$ cat src/rtl/mac_recv_filt.sv
// Ethernet rx header parser: destination filtering, optional single VLAN tag strip,
// ARP/IPv4 classification and saturating frame/drop statistics.
//
//   state     | meaning
//   ----------+-----------------------------------------------------------
//   S_WAIT    | after reset, ignore bytes until an inter-frame gap is seen
//   S_DST     | 6 destination bytes, narrowing the bcast/ucast/mcast flags
//   S_SRC     | 6 source bytes shifted into temp_mac, address verdict
//   S_TYPE    | 2 ethertype bytes (ARP, IPv4 or 802.1Q tag)
//   S_TCI     | 2 tag control bytes, VID captured
//   S_TYPE2   | 2 inner ethertype bytes, a second tag is rejected
//   S_PAYLOAD | frame accepted, payload flowing until rx_enable drops
//   S_ERROR   | frame dropped, discard until rx_enable drops
module mac_recv_filt #(
  parameter int NUM_MCAST = 2,
  parameter int VLAN_EN   = 1,
  parameter int CNT_W     = 16
) (
  input  logic                   clock,
  input  logic                   reset_n,
  input  logic                   rx_enable,
  input  logic [7:0]             data,
  input  logic [47:0]            local_mac,
  input  logic [48*NUM_MCAST-1:0] mcast_mac,
  input  logic [NUM_MCAST-1:0]   mcast_en,
  input  logic                   promisc,
  output logic                   active,
  output logic                   broadcast,
  output logic                   multicast,
  output logic                   is_arp,
  output logic                   is_ip,
  output logic                   vlan_valid,
  output logic [11:0]            vlan_id,
  output logic [47:0]            remote_mac,
  output logic [CNT_W-1:0]       frame_cnt,
  output logic [CNT_W-1:0]       drop_addr_cnt,
  output logic [CNT_W-1:0]       drop_proto_cnt
);

  typedef enum logic [2:0] {
    S_WAIT, S_DST, S_SRC, S_TYPE, S_TCI, S_TYPE2, S_PAYLOAD, S_ERROR
  } state_t;

  localparam bit VLAN_ON = (VLAN_EN != 0);

  state_t                 state, state_nxt;
  logic [2:0]             byte_cnt, cnt_nxt;
  logic                   cnt_tc;
  logic                   bcast, ucast;
  logic [NUM_MCAST-1:0]   mcast;
  logic                   bcast_nxt, ucast_nxt;
  logic [NUM_MCAST-1:0]   mcast_nxt;
  logic                   accept_nxt;
  logic                   dst_ok, mcast_hit;
  logic [47:0]            temp_mac;
  logic [7:0]             type_hi;
  logic [11:0]            vid_tmp;
  logic [15:0]            ethertype;
  logic [7:0]             local_byte;

  logic frame_start, dst_step, dst_last, src_step;
  logic type_hi_ld, tci_hi_ld, tci_lo_ld;
  logic take, drop_addr, drop_proto;

  function automatic logic [CNT_W-1:0] sat_inc(input logic [CNT_W-1:0] v);
    return (&v) ? v : v + 1'b1;
  endfunction

  assign cnt_tc    = (byte_cnt == 3'd0);
  assign ethertype = {type_hi, data};
  assign active    = rx_enable & (state == S_PAYLOAD);

  // The down-counter doubles as the byte lane index: count 5 selects bits [47:40].
  assign local_byte = 8'(local_mac >> {byte_cnt, 3'b000});

  always_comb begin
    mcast_nxt = '0;
    bcast_nxt = bcast & (data == 8'hFF);
    ucast_nxt = ucast & (data == local_byte);
    for (int k = 0; k < NUM_MCAST; k++) begin
      mcast_nxt[k] = mcast[k] & (data == 8'(mcast_mac[48*k +: 48] >> {byte_cnt, 3'b000}));
    end
    accept_nxt = bcast_nxt | ucast_nxt | (|(mcast_nxt & mcast_en)) | promisc;
  end

  always_ff @(posedge clock or negedge reset_n) begin
    if (!reset_n) begin
      state    <= S_WAIT;
      byte_cnt <= 3'd0;
    end else begin
      state    <= state_nxt;
      byte_cnt <= cnt_nxt;
    end
  end

  always_comb begin
    state_nxt   = state;
    cnt_nxt     = byte_cnt;
    frame_start = 1'b0;
    dst_step    = 1'b0;
    dst_last    = 1'b0;
    src_step    = 1'b0;
    type_hi_ld  = 1'b0;
    tci_hi_ld   = 1'b0;
    tci_lo_ld   = 1'b0;
    take        = 1'b0;
    drop_addr   = 1'b0;
    drop_proto  = 1'b0;
    if (!rx_enable) begin
      state_nxt   = S_DST;
      cnt_nxt     = 3'd5;
      frame_start = 1'b1;
    end else begin
      case (state)
        S_WAIT: ;
        S_DST: begin
          dst_step = 1'b1;
          if (cnt_tc) begin
            dst_last  = 1'b1;
            state_nxt = S_SRC;
            cnt_nxt   = 3'd5;
          end else begin
            cnt_nxt = byte_cnt - 3'd1;
          end
        end
        S_SRC: begin
          src_step = 1'b1;
          if (cnt_tc) begin
            if (dst_ok) begin
              state_nxt = S_TYPE;
              cnt_nxt   = 3'd1;
            end else begin
              state_nxt = S_ERROR;
              drop_addr = 1'b1;
            end
          end else begin
            cnt_nxt = byte_cnt - 3'd1;
          end
        end
        S_TYPE, S_TYPE2: begin
          if (!cnt_tc) begin
            type_hi_ld = 1'b1;
            cnt_nxt    = 3'd0;
            // Only 08xx and 81xx can ever be accepted, so reject the rest early.
            if (data != 8'h08 && data != 8'h81) begin
              state_nxt  = S_ERROR;
              drop_proto = 1'b1;
            end
          end else if (ethertype == 16'h0806 || ethertype == 16'h0800) begin
            state_nxt = S_PAYLOAD;
            take      = 1'b1;
          end else if (ethertype == 16'h8100 && VLAN_ON && state == S_TYPE) begin
            state_nxt = S_TCI;
            cnt_nxt   = 3'd1;
          end else begin
            state_nxt  = S_ERROR;
            drop_proto = 1'b1;
          end
        end
        S_TCI: begin
          if (!cnt_tc) begin
            tci_hi_ld = 1'b1;
            cnt_nxt   = 3'd0;
          end else begin
            tci_lo_ld = 1'b1;
            state_nxt = S_TYPE2;
            cnt_nxt   = 3'd1;
          end
        end
        S_PAYLOAD, S_ERROR: ;
        default: state_nxt = S_WAIT;
      endcase
    end
  end

  always_ff @(posedge clock or negedge reset_n) begin
    if (!reset_n) begin
      bcast          <= 1'b0;
      ucast          <= 1'b0;
      mcast          <= '0;
      dst_ok         <= 1'b0;
      mcast_hit      <= 1'b0;
      temp_mac       <= '0;
      type_hi        <= '0;
      vid_tmp        <= '0;
      broadcast      <= 1'b0;
      multicast      <= 1'b0;
      is_arp         <= 1'b0;
      is_ip          <= 1'b0;
      vlan_valid     <= 1'b0;
      vlan_id        <= '0;
      remote_mac     <= '0;
      frame_cnt      <= '0;
      drop_addr_cnt  <= '0;
      drop_proto_cnt <= '0;
    end else begin
      if (frame_start) begin
        bcast     <= 1'b1;
        ucast     <= 1'b1;
        mcast     <= '1;
        dst_ok    <= 1'b0;
        mcast_hit <= 1'b0;
      end
      if (dst_step) begin
        bcast <= bcast_nxt;
        ucast <= ucast_nxt;
        mcast <= mcast_nxt;
      end
      if (dst_last) begin
        dst_ok    <= accept_nxt;
        mcast_hit <= |(mcast_nxt & mcast_en);
      end
      if (src_step)   temp_mac <= {temp_mac[39:0], data};
      if (type_hi_ld) type_hi <= data;
      if (tci_hi_ld)  vid_tmp[11:8] <= data[3:0];
      if (tci_lo_ld)  vid_tmp[7:0] <= data;
      if (take) begin
        remote_mac <= temp_mac;
        broadcast  <= bcast;
        multicast  <= mcast_hit;
        is_arp     <= (ethertype == 16'h0806);
        is_ip      <= (ethertype == 16'h0800);
        vlan_valid <= (state == S_TYPE2);
        vlan_id    <= (state == S_TYPE2) ? vid_tmp : 12'h000;
        frame_cnt  <= sat_inc(frame_cnt);
      end
      if (drop_addr)  drop_addr_cnt  <= sat_inc(drop_addr_cnt);
      if (drop_proto) drop_proto_cnt <= sat_inc(drop_proto_cnt);
    end
  end

endmodule

$ cat config.mk
export PLATFORM = sky130hd
export DESIGN_NAME = mac_recv_filt
export DESIGN_NICKNAME = d
export VERILOG_FILES = /design/src/rtl/mac_recv_filt.sv
export SDC_FILE = /design/constraint.sdc
export NUM_CORES = 1
export LEC_CHECK = 0
export BUFFER_PORTS_ARGS = -buffer_cell sky130_fd_sc_hd__buf_2
export CAP_MARGIN = 20
export CORE_UTILIZATION = 57
export DETAILED_ROUTE_END_ITERATION = 8
export PLACE_DENSITY = 0.86
export SLEW_MARGIN = 20
export SYNTH_ARGS = -nofsm -noshare
export SYNTH_HDL_FRONTEND = slang
export SYNTH_SLANG_ARGS = --single-unit
$ cat constraint.sdc
create_clock -name clock -period 6.2 [get_ports clock]
set_input_delay 0.62 -clock clock [delete_from_list [all_inputs] [get_ports clock]]
set_output_delay 0.62 -clock clock [all_outputs]
set_load 0.005 [all_outputs]
---- Word level (Yosys, flattened, before mapping) ----
Cells that the tools add are included.
word-level totals
  bits in registers ....................... 193
  input bits .............................. 158
  output and inout bits ................... 114
  logic and storage cells ................. 135
cells by class
  $add $sub $neg .......................... 4
  equal/unequal tests ..................... 25
  shift operators ......................... 3
  mux-type cells .......................... 56
  bitwise logic cells ..................... 12
  reduce and logical (&&, ||, !) cells .... 14
operator list
  kind                                                                      count
  48-bit by 6-bit >> shifter with 8-bit output                              3
  16-bit by 1-bit adder with 16-bit output (second input constant)          3
  16-bit AND reduction                                                      3
  3-bit two-way mux                                                         14
  1-bit two-way mux                                                         35
  16-bit by 12-bit equality test with 1-bit output (second input constant)  2
  8-bit equality test                                                       3
  3-bit case mux with 4 select lines                                        2
  16-bit equality test (second input constant)                              1
  4-bit inequality test (second input constant)                             4
  12-bit two-way mux                                                        1
  3-bit equality test (second input constant)                               3
  3-bit inequality test (second input constant)                             3
  8-bit equality test (second input constant)                               1
  2-bit two-way mux                                                         4
  8-bit by 4-bit inequality test with 1-bit output (second input constant)  1
  8-bit inequality test (second input constant)                             1
  3-bit by 2-bit equality test with 1-bit output (second input constant)    2
  2-bit AND reduction                                                       3
  1-bit bitwise AND                                                         5
  5-bit by 1-bit inequality test with 1-bit output (second input constant)  1
  5-bit AND reduction                                                       1
  2-bit by 1-bit inequality test with 1-bit output (second input constant)  2
  4-bit AND reduction                                                       1
  other kinds (9)                                                           15

---- Logic depth before layout (Yosys ltp) ----
  depth after elaboration ................. 8
  gate-level depth with buffers ........... 12
  depth with buffers taken out ............ 7

---- Worst setup path after synthesis ----
No wires, ideal clock.
  path kind ............................... input-to-reg
  start ................................... input data[7]
  end ..................................... register frame_cnt[5]
  library setup time ...................... 0.123 ns
  data arrival time ....................... 2.796 ns
  data required time ...................... 6.077 ns
  setup slack ............................. 3.281 ns
  stages .................................. 9
  buffers on the path ..................... 2
  path through ............................ clkbuf_1 -> nor4_1 -> nand4_1 -> or4_1 -> a31oi_1 -> and3_1 -> buf_2 -> nand4_1 -> xnor2_1
between the ends
  longest elaborated chain between the ends .. 7
  elaborated cells between the ends (all ways) .. 8
  those cells by class .................... eq/ne: 2; mux: 4; reduce/logical: 2
RTL lines
  item                                              RTL line  RTL
  from (decl)                                       22        input logic [7:0] data,
  16-bit by 12-bit equality test with 1-bit output  149       end else if (ethertype == 16'h0806 || ethertype == 16'h0800) begin
  1-bit logical OR (*)                              149
  1-bit two-way mux (*)                             149
  1-bit two-way mux (*)                             141       if (!cnt_tc) begin
  1-bit two-way mux (*)                             114       case (state)
  1-bit two-way mux (*)                             109       if (!rx_enable) begin
  2-bit AND reduction (no source line) (*)          n/a
  to (signal assigned)                              225       frame_cnt <= sat_inc(frame_cnt);
  to (decl)                                         35        output logic [CNT_W-1:0] frame_cnt,
Mark *: on every way between the ends. The rest lies on a longest branch, timed or not.
A chain may end at the register's enable or synchronous reset.

---- Worst setup path after layout ----
  start ................................... register byte_cnt[2]
  end ..................................... register frame_cnt[15]
between the ends
  longest elaborated chain between the ends .. 5
RTL lines
  item                                  RTL line  RTL
  from (decl)                           47        logic [2:0] byte_cnt, cnt_nxt;
  from (signal assigned)                92        byte_cnt <= cnt_nxt;
  3-bit logical NOT                     69        assign cnt_tc = (byte_cnt == 3'd0);
  1-bit two-way mux                     141
  1-bit two-way mux                     114
  1-bit two-way mux                     109
  2-bit AND reduction (no source line)  n/a
Every way passes these cells.

==> flow_metrics.py <==
metrics = {
    "layout": {
        "n_antenna_cell": 0,
        "final_cell_area_um2": 11710,
        "drive_gt1_share_pct": 44.33,
        "layout.cells.most_common": "buf_2",
        "layout_common_cells": "buf_2, dfrtp_1, mux2_2",
        "area_growth_pct": 22.61,
        "nNetsFinal": 1197,
    },
    "die": {
        "rows": 46,
        "dieArea_um2": 17270,
        "start_util_pct": 59.24,
        "die_w_um": 131.4,
        "core_um2": 16120,
        "io_pins": 272,
        "die_h_um": 131.4,
    },
    "logic_synthesis": {
        "syn_area_per_cell_um2": 12.15,
        "yosys_most_used_dff": "dfrtp_1",
        "synth_edf_count": 0,
        "ys_seq_elements": 193,
        "yosysSeqAreaShare_pct": 50.59,
        "syn_nets": 947,
        "yosys.cell_types.count": 58,
        "yosys_warnings": 0,
        "postSynthCellCount": 786,
        "syn-cell-area_um2": 9547,
        "async_flop_share_pct": 100.0,
    },
    "cts": {
        "cts_root_buf": "clkbuf_16",
        "insertion_delay_ns": 0.44,
        "post_cts_resize_count": 0,
        "cts_buffer_depth": 2,
        "cts_sinks": 193,
        "clk_pin_slew_ns": 0.07,
        "cts_tree": "yes",
        "ctsHoldBuffers": 0,
        "htree_levels": 4,
        "post_cts_buffers": 0,
        "cts_buffers": 17,
    },
    "place": {
        "post-dp-hpwl_um": 16880,
        "dpl_cell_area_um2": 11060,
        "gp_congestion": 0.9074,
        "port_buffers": 271,
    },
    "worst_setup_path": {
        "path_class": "reg2reg",
        "path_cells": "nor3_2, nand3_1, or4_2, buf_4, a31oi_1, and3_1, nand3_1, xnor2_1",
        "required_ns": 6.52,
        "path_common_cell": "nand3_1",
        "r2r_cells": 8,
        "regToRegSetupSlack_ns": 2.57,
        "worstReg2RegStart": "byte_cnt[2]",
        "end_kind": "register",
        "arrival_ns": 3.95,
        "start_kind": "register",
        "crit_path_top_delay_cell": "a31oi_1",
        "critical_path.max_stage_delay_ns": 0.62,
        "critPathMaxFanout": 65,
        "rr_endpoint": "frame_cnt[15]",
        "cp_top_family": "simple AND/OR/NAND/NOR gates",
        "cp.buffers_inverters": 1,
    },
    "power": {
        "cellPowerDensity_nw_per_um2": 333.6,
        "vdd_ir_drop_max_mv": 0.2642,
        "p_leak_nw": 5.952,
    },
    "detailed_routing": {
        "wl_per_cell_um": 18.73,
        "drt_first_pass_iters": 5,
        "via_per_inst": 5.916,
        "wl_um": 23690,
        "drt_iter0_markers": 548,
        "drt.antenna.violating_nets": 0,
        "vias": 7484,
        "drc": 0,
    },
    "global_routing": {
        "overflow": 0,
        "grt_pass1_wl_um": 38800,
        "antenna_found_initial": 1,
        "grt_max_degree": 112,
        "grtUsageTotal_pct": 28.68,
        "grt_pass1_vias": 7457,
    },
    "job": {
        "cap_violations": 0,
    },
    "sta": {
        "finalHoldViolCount": 0,
        "clock_skew_ns": 0.009127,
        "max_freq_ghz": 0.2755,
        "finalCriticalPeriod_ns": 3.630,
        "rsz0062_at_grt": "no",
        "drv_slew": 0,
        "fin_setup_tns_ns": 0,
        "setup_violations": 0,
        "slew_headroom_pct": 37.19,
        "tightestPinTransition_ns": 0.9336,
        "final_min_period_over_clock_period_pct": 58.54,
    },
    "outcome": {
        "outcome": "completed",
    },
    "hold_path": {
        "hp-class": "in2async",
    },
}
[metrics by stage]
stage          util, %  total power, mW  std cells  hold slack, ns  setup slack, ns
3_5_place_dp     68.65            2.757       1233          0.4756            2.220
5_1_grt          72.63            4.113       1265          0.3694            2.292
6_report         72.63            3.905       1265          0.3086            2.570
3_3_place_gp     68.65            2.714       1233          0.4629            2.316
4_1_cts          72.61            3.921       1265          0.3366            2.626
2_1_floorplan        -            2.454        786          0.3244            3.281
[area by class of cell]
type                       instances  area [um^2]
fill                            1162         4410
timing repair buffer             279         1429
multi-input combinational        535         4498
tap                              216        270.3
clock inverter                    13        185.2
inverter                          10        37.54
clock buffer                      19        452.9
sequential                       193         4832
[state kept, by name (all words and copies together) (netlist names)]
register        count
vlan_id            12
mcast               2
drop_proto_cnt     16
byte_cnt            3
drop_addr_cnt      16
multicast           1
is_ip               1
is_arp              1
vlan_valid          1
vid_tmp            12
type_hi             8
mcast_hit           1
bcast               1
state               3
temp_mac           48
frame_cnt          16
broadcast           1
dst_ok              1
remote_mac         48
ucast               1
[how the worst max path moves through the flow]
stage	from	end	slack [ns]	cells past startpoint
4_1_cts	byte_cnt[2]	frame_cnt[5]	2.63	8
3_5_place_dp	data[0]	frame_cnt[5]	2.22	9
6_report	byte_cnt[2]	frame_cnt[15]	2.57	8
2_1_floorplan	data[7]	frame_cnt[5]	3.28	9
5_1_grt	byte_cnt[2]	frame_cnt[15]	2.29	8
3_3_place_gp	data[0]	frame_cnt[5]	2.32	9
[logic make-up (layout without fill, tap and decap cells)]
kind of cell | count (synthesis) | after routing | synth area share, %
xor+xnor | 55 | 55 | 5.046
buf+inv | 58 | 321 | 2.530
mux | 175 | 175 | 22.83
simple gates | 214 | 214 | 12.02
fa+ha+maj | 3 | 3 | 0.3932
flops | 193 | 193 | 50.59
compound gates | 88 | 88 | 6.592
[power breakdown]
part           internal [mW]  total [mW]  switching (mW)  leakage [nW]
Combinational          0.560        1.12           0.557          3.05
Clock                  0.696        1.16           0.466         0.309
Sequential              1.45        1.63           0.172          2.59
[layer usage]
metal | up-vias | share of wire, % | GRT usage [%]
li1 | 3401 | - | -
met4 | 0 | 1.9 | 9.432
met2 | 305 | 48 | 44.74
met5 | - | 0 | 0
met1 | 3734 | 42 | 38.89
met3 | 44 | 8.4 | 7.870
[worst register-to-register path, stage by stage (launching register included)]
cell	delay [ns]
dfrtp_1	0.38
nor3_2	0.56
nand3_1	0.28
or4_2	0.59
buf_4	0.39
a31oi_1	0.65
and3_1	0.39
nand3_1	0.15
xnor2_1	0.14
[synth_stat cells, types with 2 or more instances]
master / n / share of area, %
inv_1: 10 / 0.39
o211ai_1: 6 / 0.47
a21o_1: 2 / 0.16
nand4_1: 14 / 0.92
or3b_2: 2 / 0.18
nor2b_1: 5 / 0.33
a21oi_1: 11 / 0.58
o21a_1: 4 / 0.31
nor4_1: 7 / 0.46
nand3_1: 36 / 1.9
a22o_1: 12 / 1.1
nor2_1: 30 / 1.2
or3_1: 8 / 0.52
and2_1: 7 / 0.46
a31oi_1: 5 / 0.33
nor3b_1: 4 / 0.31
buf_2: 10 / 0.52
o22ai_1: 2 / 0.13
clkbuf_1: 31 / 1.2
nor3_1: 15 / 0.79
buf_1: 5 / 0.20
nand2_1: 44 / 1.7
a2bb2oi_1: 2 / 0.18
and3_1: 12 / 0.79
nand3b_1: 3 / 0.24
o21ai_0: 18 / 0.94
xnor2_1: 44 / 4.0
mux2_2: 122 / 14
xor2_1: 11 / 1.0
nand2b_1: 6 / 0.39
dfrtp_1: 193 / 51
o31ai_1: 2 / 0.16
or4_1: 9 / 0.71
mux4_2: 22 / 5.2
mux2i_1: 31 / 3.3
o2111ai_1: 4 / 0.37
and4_1: 9 / 0.83
a22oi_1: 6 / 0.47
ha_1: 3 / 0.39
No activity file was read; power rests on OpenSTA's default activity.
